===== config.mk =====
export PLATFORM = sky130hd
export DESIGN_NAME = crc8_serial_engine
export DESIGN_NICKNAME = d
export VERILOG_FILES = /design/src/rtl/crc8_serial_engine.sv
export SDC_FILE = /design/constraint.sdc
export NUM_CORES = 1
export LEC_CHECK = 0
export BUFFER_PORTS_ARGS = -buffer_cell sky130_fd_sc_hd__buf_2
export CORE_ASPECT_RATIO = 1.75
export CORE_MARGIN = 4
export CORE_UTILIZATION = 40
export CTS_BUF_LIST = sky130_fd_sc_hd__clkbuf_8
export CTS_CLUSTER_SIZE = 20
export DETAILED_ROUTE_END_ITERATION = 8
export PLACE_DENSITY = 0.65
export SYNTH_ARGS = -nofsm -noshare
export SYNTH_HDL_FRONTEND = slang
export SYNTH_SLANG_ARGS = --single-unit
export TNS_END_PERCENT = 30

===== constraint.sdc =====
create_clock -name clk -period 1.5 [get_ports clk]
set_clock_uncertainty 0.1 [all_clocks]
set_input_delay 0.15 -clock clk [delete_from_list [all_inputs] [get_ports clk]]
set_output_delay 0.15 -clock clk [all_outputs]
set_load 0.005 [all_outputs]

===== src/rtl/crc8_serial_engine.sv =====
// crc8_serial_engine
//   Bit-serial CRC-8 generator/checker, MSB-first, one bit per enabled clock.
//   Feeding a message followed by its own CRC (INIT=0, XOROUT=0) leaves a zero
//   residue, which the receive side observes on zero_flag.
//
// Ports
//   clk        rising-edge clock
//   reset      asynchronous active-low reset; loads INIT and zeroes the counter
//   enable     absorb din into the CRC on this edge
//   clear      synchronous restart (higher priority than enable)
//   din        serial data bit, caller presents MSB-first
//   crc_out    register XOR XOROUT (combinational from the register)
//   zero_flag  register equals 8'h00 (combinational from the register)
//   bit_count  bits absorbed since the last reset/clear, wraps modulo 2^CNT_W
module crc8_serial_engine #(
  parameter logic [7:0]  POLY   = 8'h07,
  parameter logic [7:0]  INIT   = 8'h00,
  parameter logic [7:0]  XOROUT = 8'h00,
  parameter int unsigned CNT_W  = 16
) (
  input  logic             clk,
  input  logic             reset,
  input  logic             enable,
  input  logic             clear,
  input  logic             din,
  output logic [7:0]       crc_out,
  output logic             zero_flag,
  output logic [CNT_W-1:0] bit_count
);

  localparam int unsigned CrcW = 8;

  logic [CrcW-1:0]  crc_q, crc_d;
  logic [CNT_W-1:0] cnt_q, cnt_d;
  logic             fb;

  // Next-state: clear beats enable; din only enters the datapath when enabled
  always_comb begin
    crc_d = crc_q;
    cnt_d = cnt_q;
    fb    = 1'b0;
    if (clear) begin
      crc_d = INIT;
      cnt_d = '0;
    end else if (enable) begin
      fb    = crc_q[CrcW-1] ^ din;
      crc_d = {crc_q[CrcW-2:0], 1'b0} ^ (fb ? POLY : CrcW'(0));
      cnt_d = cnt_q + CNT_W'(1);
    end
  end

  // State register
  always_ff @(posedge clk or negedge reset) begin
    if (!reset) begin
      crc_q <= INIT;
      cnt_q <= '0;
    end else begin
      crc_q <= crc_d;
      cnt_q <= cnt_d;
    end
  end

  // Outputs are decoded straight from the register so reset shows immediately
  assign crc_out   = crc_q ^ XOROUT;
  assign zero_flag = (crc_q == CrcW'(0));
  assign bit_count = cnt_q;

endmodule


Word-level counts from Yosys, hierarchy flattened
Cells that the tools add are included.
W data, S select, Z words.
{ "op_classes": {"n_addsub": 1, "n_eq_ne": 0, "reduce_logical": 2, "div_mod_pow": 0, "muxes": 5, "n_lt_le_gt_ge": 0, "shift": 0, "multipliers": 0, "bitwise_logic": 2} }
{ "op_table": {"columns": ["op", "count"], "rows": [
  ["$mux W16", 2],
  ["$add A16 B1 Y16 const B", 1],
  ["$mux W8", 2],
  ["$logic_not A8 Y1", 1],
  ["$xor A8 B3 Y8", 1],
  ["$mux W3", 1],
  ["$reduce_bool A2 Y1", 1],
  ["$xor A1 B1 Y1", 1]
]} }
{ "word_totals": {"rom_bits": 0, "register_bits": 24, "word_cells": 12, "latchBits": 0, "mem_bits_rw": 0, "inputBits": 5, "mem_count": 0, "output_inout_bits": 25} }

Longest topological paths before layout
{ "depth": {"word_depth": 5, "depth_mapped": 5, "mapped_depth_nobuf": 5} }

Worst setup path after synthesis
No wires, ideal clock.
{ "synth_path": {"kind": "reg-to-reg", "startpoint": "reg cnt_q[2], in the netlist bit_count[2]", "endpoint": "reg cnt_q[15], in the netlist bit_count[15]", "path_buffers": 0, "period_less_slack_ns": 1.591, "slack_ns": -0.091, "stages_incl_launch_ff": 5, "required_ns": 1.275, "t_arrival_ns": 1.366, "setup_ns": 0.125, "cell_sequence": "dfrtp_1 > nand3_2 > or2_1 > nor4_1 > mux2_2"} }
{ "synth_via": {"elab_chain_len": 3} }
{ "synth_rtl": {"columns": ["element", "line_no", "text"], "rows": [
  ["start, declared", "34", "logic [CNT_W-1:0] cnt_q, cnt_d;"],
  ["start signal, assigned", "59", "cnt_q <= cnt_d;"],
  ["$add A16 B1 Y16", "48", "cnt_d = cnt_q + CNT_W'(1);"],
  ["$mux W16", "45", "end else if (enable) begin"],
  ["$mux W16", "42", "if (clear) begin"]
]} }
No other way between the ends. The select of a mux whose other input is x is not followed.
A chain may end at the register's enable or synchronous reset.

Final worst setup path
{ "layout_path": {"startpoint": "reg crc_q[3], in the netlist crc_out[3]", "endpoint": "out zero_flag"} }
{ "layout_via": {"elab_chain_len": 1} }
{ "layout_rtl": {"columns": ["element", "line_no", "text"], "rows": [
  ["start, declared", "33", "logic [CrcW-1:0] crc_q, crc_d;"],
  ["start signal, assigned", "58", "crc_q <= crc_d;"],
  ["$logic_not A8 Y1", "65", "assign zero_flag = (crc_q == CrcW'(0));"],
  ["end, declared", "27", "output logic zero_flag,"]
]} }
No other way between the ends.

==> results.ini <==
[outcome]
status=finished with violations
violations=negative setup slack

[worst_setup_path]
worstSetupPathType=reg2out
r2r-end=bit_count[14]
rr_worst_depth=4
critPathLaunch=crc_out[3]
timing.rr.start=bit_count[8]
crit_required_ns=1.25
critPathMaxStageDelay_ns=0.50
worstPathArrival_ns=1.39
crit_fanout=3
cp_cell_sequence=or4_1 > nor2_1 > buf_2
start_kind=flop
r2r_slack_ns=-0.04
critPathSlowestCell=or4_1
end_kind=output port

[clock_tree]
clk-insertion-delay-late_ns=0.26
cts_tree=yes
clkSlewWorstSetupHoldPaths_ns=0.08
root_buffer=clkbuf_8
clock_sinks=24
cts_buffers=3
cts.path.max_buffers=2
htree_num_levels=1

[final_layout]
final_core_util=0.624
final_common_cell=buf_4
nets=186
stdcell_count=205
areaGrowthSynthToFinish_pct=46.7
antenna_cells=0
fillers=236
layout.cells.most_common_list=buf_4, buf_2, dfrtp_1
drive_gt1_frac=0.478

[detailed_routing]
avgRoutedWirePerCell_um=14.3
vias_per_cell=5.20
dr.first_iter.drc_count=9
vias=1067
routed_wl_um=2930
antenna_left=0
first_pass_iters=4
route.detailed.drc=0

[placed_design]
place_inst=187
place_congestion=0.786
place_ws_ns=-0.0833
numPortBuffers=29
hpwl_um=2030

[sta]
finalCriticalPeriod_ns=1.64
rsz0062_at_grt=true
slew_viol_final=0
setup_viol=7
setup_tns_ns=-0.252
finalWorstSetupSlack_ns=-0.142
worst_slew_pin_slew_ns=0.543
hold_viol=0
fin_crit_sh=1.09
clock.fmax_mhz=609
slew_headroom=0.638

[synth]
syn_area_um2=1180
syn_area_per_cell_um2=10.5
synth_warnings=0
synth.distinct_cells=32
syn_nets=119
postSynthCellCount=113
ys_seq_area_frac=0.507
yosys_register_bits=24

[die]
dieArea_um2=3930
initial_utilization=0.425
chipHeight_um=80.0
rows=25
fp.coreArea_um2=2780
die_w_um=49.1
pin_count=30

[power]
p_comb_frac=0.123
powerDensity_nw_per_um2=685
p_sw_uw=279
ir_worst_vdd_mv=0.651
intPower_uw=911
power_frac_clock=0.312
seqPwrFrac=0.565
total_power_mw=1.19
swShare=0.234
cellLeakagePower_nw=0.902

[hold_path]
hp-class=in2reg
hold_path_startpoint=clear
hold_end=bit_count[0]
worstHoldPathCells=3

[grt]
grt_first_pass_wirelength_um=4770
grt_overflow=0
first_global_vias=1111
track_usage=0.154
grt_max_degree=25
antenna_found_initial=0

[run]
cap_violations=0

## cell usage after synthesis (all sizes together)
master | n | area share
nand2 | 4 | 0.013
ha | 1 | 0.011
o31ai | 1 | 0.0063
o2111ai | 1 | 0.0074
mux2i | 8 | 0.068
and4 | 1 | 0.0095
xor2 | 5 | 0.037
clkbuf | 2 | 0.0063
nor2 | 22 | 0.070
or3 | 1 | 0.0053
o21ai | 2 | 0.012
xnor2 | 9 | 0.067
a21oi | 3 | 0.013
or4 | 3 | 0.019
a211oi | 1 | 0.0063
nor2b | 1 | 0.0053
mux2 | 1 | 0.0095
nor4b | 1 | 0.0074
o2111a | 1 | 0.0095
nor4 | 2 | 0.011
nand4 | 3 | 0.029
or2 | 1 | 0.0053
nor3 | 3 | 0.013
buf | 3 | 0.015
dfrtp | 24 | 0.51
nand3 | 5 | 0.025
and3 | 1 | 0.0053
inv | 3 | 0.0095
## worst max-delay path, delay by kind of cell (launching register included)
kind | cells | cell delay [ns]
DFF | 1 | 0.41
and+or+nand+nor | 2 | 0.61
buffers and inverters | 1 | 0.12
## worst max path at each step
stage	slack [ns]	endpoint	cells after the start
after floorplan	-0.09	bit_count[15]	4
after global placement	-0.04	bit_count[15]	4
after detailed placement	-0.08	bit_count[15]	4
after CTS	-0.15	zero_flag	3
after global routing	-0.20	zero_flag	3
final	-0.14	zero_flag	3
## area by class of cell
type | instances | area, µm² | share of cell area
repair buffers | 67 | 433 | 0.249
inverters | 3 | 11.3 | 0.00648
clock buffers | 3 | 41.3 | 0.0238
multi-input cells | 81 | 617 | 0.355
well taps | 27 | 33.8 | 0.0195
flip-flops and latches | 24 | 601 | 0.346
## sequential cells by signal (all words and copies together), names as in the netlist
register	cells
bit_count	16
crc_out	8
## power groups by stage
stage               Sequential (mW)  Combinational [mW]  Clock, mW
floorplan                     0.689              0.0602          0
detailed placement            0.686               0.126          0
global placement              0.685               0.125          0
global route                  0.674               0.165      0.417
finish                        0.672               0.147      0.371
CTS                           0.672               0.135      0.381
## stage by stage
| stage | instance area, µm² | hold WS [ns] |
|---|---|---|
| 3_5_place_dp | 1510 | 0.0630 |
| 4_1_cts | 1600 | 0.171 |
| 5_1_grt | 1740 | 0.228 |
| 2_1_floorplan | 1180 | -0.246 |
| 6_report | 1740 | 0.203 |
| 3_3_place_gp | 1510 | 0.0629 |
## routing by layer
metal | wire length (µm) | global-route usage
met3 | 123 | 0.0262
met1 | 1130 | 0.165
met5 | 0 | 0
met4 | 30 | 0.0712
met2 | 1640 | 0.288
## cell families (layout without fill, tap and decap cells)
kind of cell / count (synthesis) / in the layout / share of synthesized area
buffers and inverters: 8 / 73 / 0.0307
xor gates and xnor gates: 14 / 14 / 0.104
AOI/OAI and AO/OA: 9 / 9 / 0.0539
and+or+nand+nor: 48 / 48 / 0.217
DFF: 24 / 24 / 0.507
adders and majority gates: 1 / 1 / 0.0106
muxes: 9 / 9 / 0.0772
## what timing repair did
item / 4_1_cts / 5_1_grt
gates resized for setup: 4 / 10
setup buffers: 3 / 11
hold endpoints to repair: 24 / 0
hold buffers: 1 / 0
cloned: 0 / 0
pin swaps: 2 / 8
setup endpoints to repair: 8 / 10
No activity file was read; power rests on OpenSTA's default activity.
